**config.mk**
```make
export PLATFORM = sky130hd
export DESIGN_NAME = bcx_result_collector
export DESIGN_NICKNAME = d
export VERILOG_FILES = /design/src/rtl/bcx_pkg.sv /design/src/rtl/valid_delay_line.sv /design/src/rtl/bcx_result_collector.sv
export SDC_FILE = /design/constraint.sdc
export NUM_CORES = 1
export LEC_CHECK = 0
export ABC_CLOCK_PERIOD_IN_PS = 5450
export CAP_MARGIN = 30
export CORE_MARGIN = 5
export CORE_UTILIZATION = 40
export CTS_CLUSTER_DIAMETER = 50
export DETAILED_ROUTE_END_ITERATION = 8
export GPL_TIMING_DRIVEN = 0
export PLACE_DENSITY = 0.57
export SYNTH_ARGS = -nofsm -noshare
export SYNTH_HDL_FRONTEND = slang
export SYNTH_SLANG_ARGS = --single-unit
```
**constraint.sdc**
```tcl
create_clock -name clk -period 5.45 [get_ports clk]
set_clock_uncertainty 0.1 [all_clocks]
set_input_delay 1.09 -clock clk [delete_from_list [all_inputs] [get_ports clk]]
set_output_delay 1.09 -clock clk [all_outputs]
set_load 0.03 [all_outputs]
```
**src/rtl/bcx_pkg.sv**
```systemverilog
// Shared types for the bcx result path: collector FSM states and the
// per-block result record handed to the host.
package bcx_pkg;

  localparam int NONCE_W = 32;

  typedef enum logic [1:0] {
    IDLE   = 2'd0,
    SEARCH = 2'd1,
    REPORT = 2'd2
  } collector_state_t;

  typedef struct packed {
    logic               found;
    logic [NONCE_W-1:0] nonce;
  } ResultT;

endpackage

```
**src/rtl/valid_delay_line.sv**
```systemverilog
// Fixed-depth shift register that realigns the chain-tail valid/newblock
// flags with the processor results emerging LATENCY cycles later.
module valid_delay_line #(
  parameter int WIDTH = 2,
  parameter int DEPTH = 130
) (
  input  logic             clk,
  input  logic             rst,
  input  logic [WIDTH-1:0] d_i,
  output logic [WIDTH-1:0] q_o
);

  generate
    if (DEPTH == 0) begin : g_wire
      assign q_o = d_i;
    end else begin : g_shift
      logic [WIDTH-1:0] r_sr [DEPTH];

      // Shift the flag pair one stage per cycle; reset empties the pipe.
      always_ff @(posedge clk or negedge rst) begin
        if (!rst) begin
          for (int i = 0; i < DEPTH; i++) r_sr[i] <= '0;
        end else begin
          r_sr[0] <= d_i;
          for (int i = 1; i < DEPTH; i++) r_sr[i] <= r_sr[i-1];
        end
      end

      assign q_o = r_sr[DEPTH-1];
    end
  endgenerate

endmodule

```
**src/rtl/bcx_result_collector.sv**
```systemverilog
// Tail of the processor chain: follows the nonce iteration of the current
// block and presents one result per block (winning nonce or exhausted) to
// the host over a valid/ready handshake.
module bcx_result_collector
  import bcx_pkg::*;
#(
  parameter int PARTITIONBITS = 1,
  parameter int LATENCY       = 130
) (
  input  logic                     clk,
  input  logic                     rst,
  input  logic                     valid_i,
  input  logic                     newblock_i,
  input  logic                     victory_i,
  input  logic [PARTITIONBITS-1:0] nonce_start_i,
  output logic                     result_valid_o,
  input  logic                     result_ready_i,
  output logic                     result_found_o,
  output logic [NONCE_W-1:0]       result_nonce_o,
  output logic                     busy_o,
  output logic                     overrun_o
);

  localparam int ITER_W = NONCE_W - PARTITIONBITS;

  logic [1:0]       w_aligned;
  logic             w_dv;
  logic             w_dnb;
  logic             w_start;
  logic             w_beat;
  logic             w_accept;
  logic             w_iter_last;

  collector_state_t r_state;
  logic [ITER_W-1:0] r_iter;
  ResultT           r_result;
  logic             r_valid;
  logic             r_overrun;

  valid_delay_line #(
    .WIDTH (2),
    .DEPTH (LATENCY)
  ) u_delay (
    .clk (clk),
    .rst (rst),
    .d_i ({valid_i, newblock_i}),
    .q_o (w_aligned)
  );

  assign w_dv        = w_aligned[1];
  assign w_dnb       = w_aligned[0];
  assign w_start     = w_dv & w_dnb;
  assign w_beat      = w_dv & ~w_dnb;
  assign w_accept    = r_valid & result_ready_i;
  assign w_iter_last = &r_iter;

  // Block FSM, iteration counter and registered result/handshake outputs.
  // A new block wins over everything else; iteration 0 is evaluated on
  // the newblock beat itself, so a miss there leaves the counter at 1.
  always_ff @(posedge clk or negedge rst) begin
    if (!rst) begin
      r_state   <= IDLE;
      r_iter    <= '0;
      r_result  <= '0;
      r_valid   <= 1'b0;
      r_overrun <= 1'b0;
    end else begin
      r_overrun <= 1'b0;
      if (w_start) begin
        // Pending result not taken this cycle is lost to the new block.
        r_overrun <= r_valid & ~result_ready_i;
        if (victory_i) begin
          r_state        <= REPORT;
          r_valid        <= 1'b1;
          r_iter         <= '0;
          r_result.found <= 1'b1;
          r_result.nonce <= {{ITER_W{1'b0}}, nonce_start_i};
        end else begin
          r_state <= SEARCH;
          r_valid <= 1'b0;
          r_iter  <= ITER_W'(1);
        end
      end else begin
        case (r_state)
          IDLE: begin
            r_state <= IDLE;
          end
          SEARCH: begin
            if (w_beat) begin
              if (victory_i) begin
                r_state        <= REPORT;
                r_valid        <= 1'b1;
                r_result.found <= 1'b1;
                r_result.nonce <= {r_iter, nonce_start_i};
              end else if (w_iter_last) begin
                r_state        <= REPORT;
                r_valid        <= 1'b1;
                r_result.found <= 1'b0;
                r_result.nonce <= '0;
              end else begin
                r_iter <= r_iter + ITER_W'(1);
              end
            end
          end
          REPORT: begin
            if (w_accept) begin
              r_state <= IDLE;
              r_valid <= 1'b0;
            end
          end
          default: begin
            r_state <= IDLE;
            r_valid <= 1'b0;
          end
        endcase
      end
    end
  end

  assign result_valid_o = r_valid;
  assign result_found_o = r_result.found;
  assign result_nonce_o = r_result.nonce;
  assign busy_o         = (r_state != IDLE);
  assign overrun_o      = r_overrun;

endmodule

```
Yosys cells after proc, flatten, opt, wreduce, memory -nomap -nowiden
Cells that the tools add are included.
- register bits: 328
- input bits: 7
- output and inout bits: 36
- word-level logic and storage cells: 189
- $add $sub $neg: 1
- equal/unequal tests: 10
- muxes and demuxes: 27
- bitwise operators: 6
- reduce and logical (&&, ||, !) cells: 9
- operators with widths (cell ; count):
    $mux W33 ; 6
    $mux W31 ; 5
    $add A31 B1 Y31 const B ; 1
    $reduce_and A31 Y1 ; 1
    $mux W2 ; 6
    $reduce_and A4 Y1 ; 3
    $mux W1 ; 8
    $ne A4 B4 Y1 const B ; 2
    $ne A2 B2 Y1 const B ; 3
    $ne A3 B3 Y1 const B ; 2
    $reduce_bool A2 Y1 ; 3
    $and A1 B1 Y1 ; 4
    $pmux W2 S2 ; 1
    $pmux W1 S3 ; 1
    $reduce_and A3 Y1 ; 1
    $eq A2 B1 Y1 const B ; 1
    $eq A2 B2 Y1 const B ; 1
    $logic_not A2 Y1 ; 1
    $ne A2 B1 Y1 const B ; 1
    $not A1 Y1 ; 2

Logic depth before layout (Yosys ltp)
Gate-level depths: netlist of the first run.
- depth after elaboration: 6
- mapped depth: 7
- depth with buffers taken out: 6

By module
A second synthesis of the first run with hierarchy kept.
- cells, all modules: 559
- area total of the unflattened synthesis: 9715.6 um^2
- modules (own cells, without submodules) (module ; times used ; cells an instance ; area an instance (um^2) ; sequential area each (um^2)):
    valid_delay_line ; 1 ; 262 ; 6521.3 ; 6506.2
    bcx_result_collector ; 1 ; 297 ; 3194.3 ; 1701.6

Worst setup path before layout of the first run
OpenSTA, ideal clock, no wires.
- kind: input to register
- from: in victory_i
- to: reg r_iter[28]
- setup time: 0.078 ns
- arrival time: 2.470 ns
- required time: 5.272 ns
- path slack: 2.802 ns
- cell stages on the path: 6
- path buffers: 2
- cells stage by stage: clkbuf_1 -> and4bb_2 -> buf_2 -> nand4_2 -> or4_1 -> a21oi_1
- cells in the longest elaborated chain, start to end: 2
- ends and longest elaborated chain (item ; RTL line ; text):
    start: declaration ; bcx_result_collector.sv:14 ; input logic victory_i,
    $ne A2 B1 Y1 (no line) ; n/a ;
    $reduce_and A4 Y1 (no line) ; n/a ;
    end signal: assignment ; bcx_result_collector.sv:101 ; r_iter <= r_iter + ITER_W'(1);
    end: declaration ; bcx_result_collector.sv:35 ; logic [ITER_W-1:0] r_iter;
No other way between the ends.
A chain may end at the register's enable or synchronous reset.

Final worst setup path of the first run
- from: reg r_state[0]
- to: out busy_o
- cells in the longest elaborated chain, start to end: 1
- ends and longest elaborated chain (item ; RTL line ; text):
    start: declaration ; bcx_result_collector.sv:34 ; collector_state_t r_state;
    start signal: assignment ; bcx_result_collector.sv:62 ; r_state <= IDLE;
    start signal: assignment ; bcx_result_collector.sv:73 ; r_state <= REPORT;
    start signal: assignment ; bcx_result_collector.sv:79 ; r_state <= SEARCH;
    $reduce_bool A2 Y1 ; bcx_result_collector.sv:123 ; assign busy_o = (r_state != IDLE);
    end: declaration ; bcx_result_collector.sv:20 ; output logic busy_o,
No other way between the ends.

==> results of run 1 <==
worst max path at each step:
stage / to / slack (ns) / depth (start not counted)
floorplan: r_iter[28]$_DFFE_PN0P_ / 2.80 / 6
global placement: u_delay.g_shift.r_sr[256]$_DFF_PN0_ / -9.23 / 1
detailed placement: result_nonce_o[15]$_DFFE_PN0P_ / 2.16 / 6
CTS: busy_o / 2.31 / 2
global route: busy_o / 2.27 / 2
finish: busy_o / 2.33 / 2
cell families after synthesis:
logic type                 share of synthesized area
and+or+nand+nor                               0.0737
buffers and inverters                         0.0111
adders and majority gates                    0.00126
DFF                                            0.828
muxes                                        0.00505
AOI/OAI and AO/OA                             0.0654
xor gates and xnor gates                      0.0159
sequential cells by signal, summed over array words and instances (netlist names):
signal and cells:
overrun_o 1, r_iter 31, u_delay.g_shift.r_sr 258, result_valid_o 1
result_found_o 1, r_state 2, result_nonce_o 32, u_delay.q_o 2
through the flow:
stage | setup slack, ns | power, mW | utilization
2_1_floorplan | 2.80 | 2.53 | -
3_3_place_gp | -9.23 | 2.59 | 0.440
3_5_place_dp | 2.16 | 2.59 | 0.442
4_1_cts | 2.31 | 4.78 | 0.485
5_1_grt | 2.27 | 4.89 | 0.485
6_report | 2.33 | 4.70 | 0.485
layout make-up:
type,count,area [µm²]
Buffer,22,91.3
Tap cell,324,405
Sequential cell,328,8210
Clock buffer,40,870
Timing Repair Buffer,43,470
Multi-Input combinational cell,264,1600
Inverter,5,18.8
Fill cell,2098,12600
Clock inverter,16,176
layer usage:
layer	vias up	GRT usage	part of all wire
met5	-	0	0
met4	0	0.0406	0.027
met3	38	0.0243	0.046
met2	118	0.182	0.45
met1	2625	0.182	0.47
li1	2276	-	-
worst max-delay path: stages (launching register included):
cell                              delay, ns
sky130_fd_sc_hd__dfrtp_1               0.44
sky130_fd_sc_hd__or2_2                 0.32
sky130_fd_sc_hd__clkdlybuf4s50_1       0.61
cell usage in the layout (no fill, tap or decap), types with 2 or more instances in the layout:
cell type	count
sky130_fd_sc_hd__bufinv_16	3
sky130_fd_sc_hd__xor2_1	8
sky130_fd_sc_hd__a21oi_1	15
sky130_fd_sc_hd__o31ai_1	4
sky130_fd_sc_hd__a211oi_1	5
sky130_fd_sc_hd__and2_1	5
sky130_fd_sc_hd__and3_1	5
sky130_fd_sc_hd__buf_16	2
sky130_fd_sc_hd__nand4_2	3
sky130_fd_sc_hd__mux2i_1	5
sky130_fd_sc_hd__clkbuf_8	6
sky130_fd_sc_hd__or4_1	3
sky130_fd_sc_hd__a21o_1	2
sky130_fd_sc_hd__buf_2	4
sky130_fd_sc_hd__nand2_1	49
sky130_fd_sc_hd__inv_1	4
sky130_fd_sc_hd__xnor2_1	10
sky130_fd_sc_hd__dfrtp_1	328
sky130_fd_sc_hd__nand4_1	15
sky130_fd_sc_hd__clkbuf_16	31
sky130_fd_sc_hd__o21ai_0	37
sky130_fd_sc_hd__nor3_1	2
sky130_fd_sc_hd__clkbuf_1	17
sky130_fd_sc_hd__o21a_1	2
sky130_fd_sc_hd__nor2_1	21
sky130_fd_sc_hd__o211ai_1	2
sky130_fd_sc_hd__clkdlybuf4s50_1	40
sky130_fd_sc_hd__clkinv_2	10
sky130_fd_sc_hd__or3_1	3
sky130_fd_sc_hd__nand2b_1	4
sky130_fd_sc_hd__nand3_1	11
sky130_fd_sc_hd__and4_1	5
sky130_fd_sc_hd__clkbuf_2	3
sky130_fd_sc_hd__a22oi_1	31
power breakdown:
part	leakage (nW)	switching [mW]	internal, mW
registers	4.30	0.0116	2.47
logic	0.768	0.0508	0.00948
clock network	0.524	0.885	1.27
==> implementation parameters, run 1 <==
Parameter                              Value

Route
  Detailed router's first-iteration violation count ... 391
  Number of optimization iterations in the first detailed-route pass ... 4
  Post-route ant nets ... 0
  Via count ... 5057
  Total DRC errors in the routed layout ... 0
  Routed wire length ... 16.6 mm
  DR vias/cell ... 4.85
  Routed length per placed instance ... 16.0 µm

Floorplan
  Initial Util ... 0.407
  Die ar. ... 28000 µm²
  I/O pin count ... 43
  Die boundary height ... 167 µm
  Core Area ... 24400 µm²
  Num rows ... 57
  Die X ... 167 µm

STA
  Worst slew slack as a fraction of its limit ... 0.471
  Hold slack ... 0.237 ns
  Unrepaired setup endpoints after global routing ... no
  Post-route fraction of the period consumed by the critical path ... 0.572
  Achievable Freq ... 0.321 GHz
  Tightest Pin Transition ... 0.788 ns
  Post-route setup TNS ... 0 ns
  Minimum clock period after layout ... 3.12 ns
  Number of failing setup endpoints in the final timing report ... 0
  Max-slew violations ... 0
  Final hold violation count ... 0

Pwr
  Leakage ... 5.60 nW
  Peak VDD IR ... 212 µV
  Pwr dens ... 397 nW/µm²

Synth
  Cell taking the most area after synthesis ... sky130_fd_sc_hd__dfrtp_1
  Synthesis Warnings ... 0
  Post-synth EDFFs ... 0
  Avg Cell Area, Syn ... 16.0 µm²
  Post-synthesis register bit count ... 328
  Total standard cell area after synthesis ... 9920 µm²
  Count of mapped cells out of synthesis ... 619
  Sequential cell area fraction in the yosys report ... 0.828
  Share of the synthesized area in the top cell type ... 0.828
  Post-Synthesis Net Count ... 627
  Library cells used by synthesis ... 47
  Most instantiated cells after synthesis ... sky130_fd_sc_hd__dfrtp_1 (328), sky130_fd_sc_hd__nand2_1 (49), sky130_fd_sc_hd__o21ai_0 (37)
  Synth async-reset ratio ... 1.00
  Leading cell type by number of instances after synthesis ... sky130_fd_sc_hd__dfrtp_1
  Dominant synthesized flop cell ... sky130_fd_sc_hd__dfrtp_1
  Cell types with the largest area share after synthesis ... sky130_fd_sc_hd__dfrtp_1 (83%), sky130_fd_sc_hd__a22oi_1 (2.3%), sky130_fd_sc_hd__o21ai_0 (1.9%)

CTS
  Clock Sinks ... 328
  H-Tree Depth ... 1
  CTS tree ... yes
  Gates resized, CTS repair ... 0
  CTS Buffer Depth ... 3
  Clock Root Buffer ... sky130_fd_sc_hd__clkbuf_16
  Clock-pin slew reported for the worst setup and hold paths after clock tree synthesis ... 0.06 ns
  Number of buffers inserted during clock tree synthesis ... 31
  Clock latency on the worst-skew pair ... 0.56 ns
  Post-CTS setup buffer count ... 0
  Count of hold buffers inserted by post-cts repair ... 0

Hold path
  Hold path cells ... 0
  Origin of the worst min-delay path ... u_delay.g_shift.r_sr[115]$_DFF_PN0_
  Worst-case hold path end point ... u_delay.g_shift.r_sr[113]$_DFF_PN0_
  Path type of the worst min-delay path ... register to register

Setup path
  Launching element type of the critical path ... register
  Classification of the worst setup path ... register to primary output
  Critical R2R Capture ... result_nonce_o[5]$_DFFE_PN0P_
  Max Fanout on Critical Path ... 8
  Critical register-to-register path startpoint ... r_iter[0]$_DFFE_PN0P_
  Data required time of the critical path ... 4.26 ns
  Crit. End Element ... primary output
  Register-to-Register Path Depth ... 7
  CP startpoint ... r_state[0]$_DFFE_PN0P_
  Reg2reg setup slack ... 2.99 ns
  Worst Path Arrival ... 1.93 ns

Placement
  Buffers on Ports ... 41
  Final weighted congestion of routability-driven global placement ... 0.821
  Inst Count DP ... 986
  Total half-perimeter wirelength after legalization and detailed placement ... 9.61 mm
  Dpl cell area ... 10800 µm²

Global route
  GR Overflow Total ... 0
  First-pass GRT wire length ... 28.7 mm
  Maximum number of pins on one net before global-route repair ... 138
  GRT Util Overall ... 0.122
  Number of antenna violations at the first check in global routing ... 0
  Via count of the first global-routing pass ... 5515

Layout
  Ant. Diodes ... 0
  Area Overhead vs Synth ... 19.4%
  Area of all placed cells without fillers ... 11800 µm²
  Number of standard cells in the layout, taps in and fillers out ... 1042
  Final layout net count ... 703
  Ratio of cells with drive above 1 in the final layout ... 0.100

Run status
  Result of the run ... finished clean

Run
  Max-cap violations ... 0
Note: power is estimated with default switching activity, not from simulation.
==> inputs of run 2 (changes only) <==
--- a/config.mk
+++ b/config.mk
@@ -5,14 +5,14 @@
 export SDC_FILE = /design/constraint.sdc
 export NUM_CORES = 1
 export LEC_CHECK = 0
-export ABC_CLOCK_PERIOD_IN_PS = 5450
+export ABC_CLOCK_PERIOD_IN_PS = 2800
 export CAP_MARGIN = 30
 export CORE_MARGIN = 5
 export CORE_UTILIZATION = 40
 export CTS_CLUSTER_DIAMETER = 50
 export DETAILED_ROUTE_END_ITERATION = 8
 export GPL_TIMING_DRIVEN = 0
-export PLACE_DENSITY = 0.57
+export PLACE_DENSITY = 0.59
 export SYNTH_ARGS = -nofsm -noshare
 export SYNTH_HDL_FRONTEND = slang
 export SYNTH_SLANG_ARGS = --single-unit
==> constraint.sdc (replaced) <==
create_clock -name clk -period 2.8 [get_ports clk]
set_clock_uncertainty 0.1 [all_clocks]
set_input_delay 0.56 -clock clk [delete_from_list [all_inputs] [get_ports clk]]
set_output_delay 0.56 -clock clk [all_outputs]
set_load 0.03 [all_outputs]
==> run 2 against run 1 <==
Design area unchanged. Cell count about the same. Clock power up 94%. Sequential power grew 95%. Total power grew 94%. Core utilization unchanged. Critical endpoint unchanged. Largest power group unchanged. Highest routed layer unchanged.
==> implementation parameters, run 2 (synthesized netlist as in run 1, its figures left out) <==
Parameter                              Value

Global route
  Number of antenna violations at the first check in global routing ... 0
  First-pass GRT wire length ... 28.2 mm
  Maximum number of pins on one net before global-route repair ... 132
  GR Overflow Total ... 0
  Via count of the first global-routing pass ... 5292
  GRT Util Overall ... 0.120

Setup path
  Launching element type of the critical path ... register
  Reg2reg setup slack ... 0.37 ns
  Critical register-to-register path startpoint ... r_iter[0]$_DFFE_PN0P_
  Cell count along the critical path ... 2
  CP startpoint ... r_state[0]$_DFFE_PN0P_
  Crit-path leading delay family ... buffers and inverters
  Classification of the worst setup path ... register to primary output
  Slowest cell on crit path ... sky130_fd_sc_hd__clkdlybuf4s50_1
  Crit. End Element ... primary output
  Cells traversed along the worst timing path ... or2_2 -> clkdlybuf4s50_1
  Critical R2R Capture ... result_nonce_o[17]$_DFFE_PN0P_
  Largest stage delay on the critical path ... 0.60 ns
  Data required time of the critical path ... 2.14 ns
  Register-to-Register Path Depth ... 7
  Max Fanout on Critical Path ... 8
  Buffers and inverters on the worst path ... 1
  Worst Path Arrival ... 1.91 ns

Layout
  Top reg by flops ... u_delay.g_shift.r_sr
  Area Overhead vs Synth ... 19.4%
  Area of all placed cells without fillers ... 11800 µm²
  Number of standard cells in the layout, taps in and fillers out ... 1041
  Commonest non-fill, non-tap cells in the layout ... sky130_fd_sc_hd__dfrtp_1 (328), sky130_fd_sc_hd__nand2_1 (49), sky130_fd_sc_hd__clkdlybuf4s50_1 (40)
  Ant. Diodes ... 0
  Most common cell after layout, fill and taps aside ... sky130_fd_sc_hd__dfrtp_1
  Largest register FFs ... 258
  Final layout net count ... 703
  Ratio of cells with drive above 1 in the final layout ... 0.0962

STA
  Number of failing setup endpoints in the final timing report ... 0
  Unrepaired setup endpoints after global routing ... no
  Worst path setup slack after routing ... 0.226 ns
  Worst slew slack as a fraction of its limit ... 0.461
  Post-route fraction of the period consumed by the critical path ... 0.919
  Achievable Freq ... 0.389 GHz
  Max-slew violations ... 0
  Tightest Pin Transition ... 0.803 ns
  Final hold violation count ... 0
  Minimum clock period after layout ... 2.57 ns

Hold path
  Origin of the worst min-delay path ... u_delay.g_shift.r_sr[164]$_DFF_PN0_
  Hold path cells ... 0
  Worst-case hold path end point ... u_delay.g_shift.r_sr[162]$_DFF_PN0_
  Path type of the worst min-delay path ... register to register

CTS
  CTS Buffer Depth ... 3
  Clock latency on the worst-skew pair ... 0.54 ns
  H-Tree Depth ... 1
  CTS tree ... yes
  Number of buffers inserted during clock tree synthesis ... 30
  Clock-pin slew reported for the worst setup and hold paths after clock tree synthesis ... 0.07 ns
  Clock Root Buffer ... sky130_fd_sc_hd__clkbuf_16
  Clock Sinks ... 328
  Gates resized, CTS repair ... 0

Route
  Routed length per placed instance ... 15.8 µm
  Routed wire length ... 16.5 mm
  Number of optimization iterations in the first detailed-route pass ... 5
  DR vias/cell ... 4.85
  Post-route ant nets ... 0
  Total DRC errors in the routed layout ... 0
  Detailed router's first-iteration violation count ... 599
  Via count ... 5052

Floorplan
  Core Area ... 24400 µm²
  Die X ... 167 µm
  Die ar. ... 28000 µm²
  Initial Util ... 0.407
  Num rows ... 57
  I/O pin count ... 43
  Die boundary height ... 167 µm

Placement
  Final weighted congestion of routability-driven global placement ... 0.831
  Total half-perimeter wirelength after legalization and detailed placement ... 9.52 mm
  Buffers on Ports ... 41
  Inst Count DP ... 986
  Dpl cell area ... 10800 µm²
  Pre-CTS worst setup slack ... 0.154 ns

Pwr
  Leakage ... 5.59 nW
  Pwr dens ... 770 nW/µm²
  Peak VDD IR ... 545 µV

Run status
  Result of the run ... finished clean

Run
  Max-cap violations ... 0
run 2: cell count changes in the layout (fill, tap and decap cells not counted), sizes merged:
| cell | delta |
|---|---|
| bufinv | +1 |
| clkinv | -2 |
| clkinvlp | -1 |
| dlygate4sd3 | +1 |
run 2: cell type report:
type | count | area, µm²
fillers | 2077 | 12600
plain buffers | 22 | 91.3
repair buffers | 44 | 480
clock inverters | 14 | 188
inverters | 5 | 18.8
well taps | 324 | 405
multi-input cells | 264 | 1600
clock buffers | 40 | 848
flip-flops and latches | 328 | 8210
run 2: worst max path at each step:
stage	endpoint	slack [ns]
2_1_floorplan	r_iter[28]$_DFFE_PN0P_	0.68
3_3_place_gp	u_delay.g_shift.r_sr[258]$_DFF_PN0_	-11.31
3_5_place_dp	result_nonce_o[17]$_DFFE_PN0P_	0.15
4_1_cts	busy_o	0.21
5_1_grt	result_nonce_o[28]$_DFFE_PN0P_	0.15
6_report	busy_o	0.23
run 2: stage by stage:
| stage | power (mW) | TNS [ns] | utilization | hold slack (ns) |
|---|---|---|---|---|
| finish | 9.12 | 0 | 0.485 | 0.241 |
| global route | 9.48 | 0 | 0.485 | 0.239 |
| CTS | 9.27 | 0 | 0.485 | 0.239 |
| detailed placement | 5.05 | 0 | 0.442 | 0.235 |
| global placement | 5.04 | -3700.28 | 0.440 | 0.238 |
| floorplan | 4.92 | 0 | - | 0.164 |
run 2: timing repair:
action,in CTS,in global routing
setup buffers,0,0
hold endpoints to repair,76,0
endpoints found under the setup margin,0,0
hold buffers,1,0
run 2: power breakdown:
group	switching [mW]	internal, mW	leakage [nW]
Combinational	0.0992	0.0193	0.772
Clock	1.67	2.50	0.518
Sequential	0.0228	4.81	4.30
run 2: metal layers:
metal  vias up  track usage  wire length [µm]
li1       2262            -                 -
met4         0       0.0388               521
met3        35       0.0238               873
met1      2617        0.176              7690
met5         -            0                 0
met2       138        0.182              7380
==> inputs of run 3 (changes only) <==
--- a/config.mk
+++ b/config.mk
@@ -7,7 +7,7 @@
 export LEC_CHECK = 0
 export ABC_CLOCK_PERIOD_IN_PS = 2800
 export CAP_MARGIN = 30
-export CORE_MARGIN = 5
+export CORE_MARGIN = 4
 export CORE_UTILIZATION = 40
 export CTS_CLUSTER_DIAMETER = 50
 export DETAILED_ROUTE_END_ITERATION = 8
==> run 3 against run 2 <==
Clock power grew 3%. Flip-flop and latch count did not move. Worst setup slack gained 0.0060 ns. Non-clock buffer count is the same. Die area is 2.4% lower. Total power is 1.3% higher. Via count fell by 0.79%. Highest routed layer unchanged.
==> implementation parameters, run 3 (synthesized netlist as in run 1, its figures left out) <==
Parameter                              Value

Route
  Routed length per placed instance ... 15.6 µm
  Detailed router's first-iteration violation count ... 434
  Routed wire length ... 16.3 mm
  Number of optimization iterations in the first detailed-route pass ... 4
  Total DRC errors in the routed layout ... 0
  Via count ... 5012
  DR vias/cell ... 4.80
  Post-route ant nets ... 0

Layout
  Largest register FFs ... 258
  Area Overhead vs Synth ... 19.8%
  Most common cell after layout, fill and taps aside ... sky130_fd_sc_hd__dfrtp_1
  Ant. Diodes ... 0
  Final layout net count ... 704
  Commonest non-fill, non-tap cells in the layout ... sky130_fd_sc_hd__dfrtp_1 (328), sky130_fd_sc_hd__nand2_1 (49), sky130_fd_sc_hd__clkdlybuf4s50_1 (40)
  Ratio of cells with drive above 1 in the final layout ... 0.103
  Top reg by flops ... u_delay.g_shift.r_sr
  # fillers ... 2005
  Area of all placed cells without fillers ... 11900 µm²

Placement
  Final weighted congestion of routability-driven global placement ... 0.828
  Dpl cell area ... 10800 µm²
  Buffers on Ports ... 41
  Total half-perimeter wirelength after legalization and detailed placement ... 9.26 mm

STA
  Max-slew violations ... 0
  Tightest Pin Transition ... 0.783 ns
  Final hold violation count ... 0
  Minimum clock period after layout ... 2.57 ns
  Achievable Freq ... 0.389 GHz
  Post-route fraction of the period consumed by the critical path ... 0.917
  Worst slew slack as a fraction of its limit ... 0.475
  Number of failing setup endpoints in the final timing report ... 0
  Hold slack ... 0.239 ns
  Unrepaired setup endpoints after global routing ... no

Global route
  GRT Util Overall ... 0.125
  Maximum number of pins on one net before global-route repair ... 146
  GR Overflow Total ... 0
  First-pass GRT wire length ... 27.9 mm
  Via count of the first global-routing pass ... 5360
  Number of antenna violations at the first check in global routing ... 0

CTS
  Number of buffers inserted during clock tree synthesis ... 31
  Clock latency on the worst-skew pair ... 0.55 ns
  Post-CTS setup buffer count ... 0
  Count of hold buffers inserted by post-cts repair ... 1
  CTS Buffer Depth ... 3
  H-Tree Depth ... 1
  CTS tree ... yes
  Gates resized, CTS repair ... 0
  Clock Sinks ... 328
  Clock-pin slew reported for the worst setup and hold paths after clock tree synthesis ... 0.06 ns
  Clock Root Buffer ... sky130_fd_sc_hd__clkbuf_16

Setup path
  Classification of the worst setup path ... register to primary output
  Launching element type of the critical path ... register
  Crit. End Element ... primary output
  Reg2reg setup slack ... 0.33 ns
  Worst Path Arrival ... 1.91 ns
  Max Fanout on Critical Path ... 8
  Data required time of the critical path ... 2.14 ns

Floorplan
  Die ar. ... 27400 µm²
  Num rows ... 57
  Core Area ... 24300 µm²
  Die boundary height ... 165 µm
  Initial Util ... 0.408
  Die X ... 165 µm
  I/O pin count ... 43

Run status
  Result of the run ... finished clean

Pwr
  Leakage ... 5.62 nW
  Peak VDD IR ... 541 µV
  Pwr dens ... 777 nW/µm²

Hold path
  Path type of the worst min-delay path ... register to register

Run
  Max-cap violations ... 0
run 3: layer usage:
layer | routed length [µm] | track usage
met4 | 411 | 0.0375
met1 | 7660 | 0.182
met5 | 0 | 0
met3 | 665 | 0.0213
met2 | 7540 | 0.194
run 3: path summary, 6_finish.rpt:
check	endpoint	cells past startpoint	startpoint
worst min register to register	u_delay.g_shift.r_sr[79]$_DFF_PN0_	0	u_delay.g_shift.r_sr[81]$_DFF_PN0_
worst max-delay path	busy_o	2	r_state[0]$_DFFE_PN0P_
worst min-delay path	u_delay.g_shift.r_sr[79]$_DFF_PN0_	0	u_delay.g_shift.r_sr[81]$_DFF_PN0_
max in group asynchronous	u_delay.g_shift.r_sr[246]$_DFF_PN0_	4	rst
min in group asynchronous	u_delay.g_shift.r_sr[13]$_DFF_PN0_	2	rst
worst max register to register	result_nonce_o[7]$_DFFE_PN0P_	7	r_iter[1]$_DFFE_PN0P_
run 3: layout make-up:
| type | instances | area [µm²] | area share |
|---|---|---|---|
| sequential | 328 | 8210 | 0.691 |
| timing repair buffer | 44 | 480 | 0.0404 |
| inverter | 5 | 18.8 | 0.00158 |
| buffer | 22 | 91.3 | 0.00769 |
| multi-input combinational | 264 | 1600 | 0.135 |
| tap | 324 | 405 | 0.0341 |
| clock buffer | 41 | 883 | 0.0743 |
| clock inverter | 17 | 199 | 0.0167 |
run 3: metrics by stage:
| stage | instances | TNS (ns) | utilization | power (mW) | setup WS (ns) |
|---|---|---|---|---|---|
| 3_5_place_dp | 986 | 0 | 0.444 | 5.05 | 0.0830 |
| 4_1_cts | 1045 | 0 | 0.489 | 9.40 | 0.210 |
| 6_report | 1045 | 0 | 0.489 | 9.24 | 0.233 |
| 3_3_place_gp | 984 | -3680.63 | 0.441 | 5.04 | -11.25 |
| 5_1_grt | 1045 | 0 | 0.489 | 9.60 | 0.167 |
| 2_1_floorplan | 619 | 0 | - | 4.92 | 0.682 |
run 3: power by group:
part | leakage [nW] | internal (mW) | switching, mW | total, mW
logic | 0.772 | 0.0193 | 0.0987 | 0.118
registers | 4.30 | 4.81 | 0.0226 | 4.84
clock network | 0.541 | 2.59 | 1.69 | 4.28
total | 5.62 | 7.42 | 1.82 | 9.24
run 3: critical path, stage by stage (launching register included):
cell                              delay [ns]
sky130_fd_sc_hd__dfrtp_1                0.44
sky130_fd_sc_hd__or2_2                  0.33
sky130_fd_sc_hd__clkdlybuf4s50_1        0.59
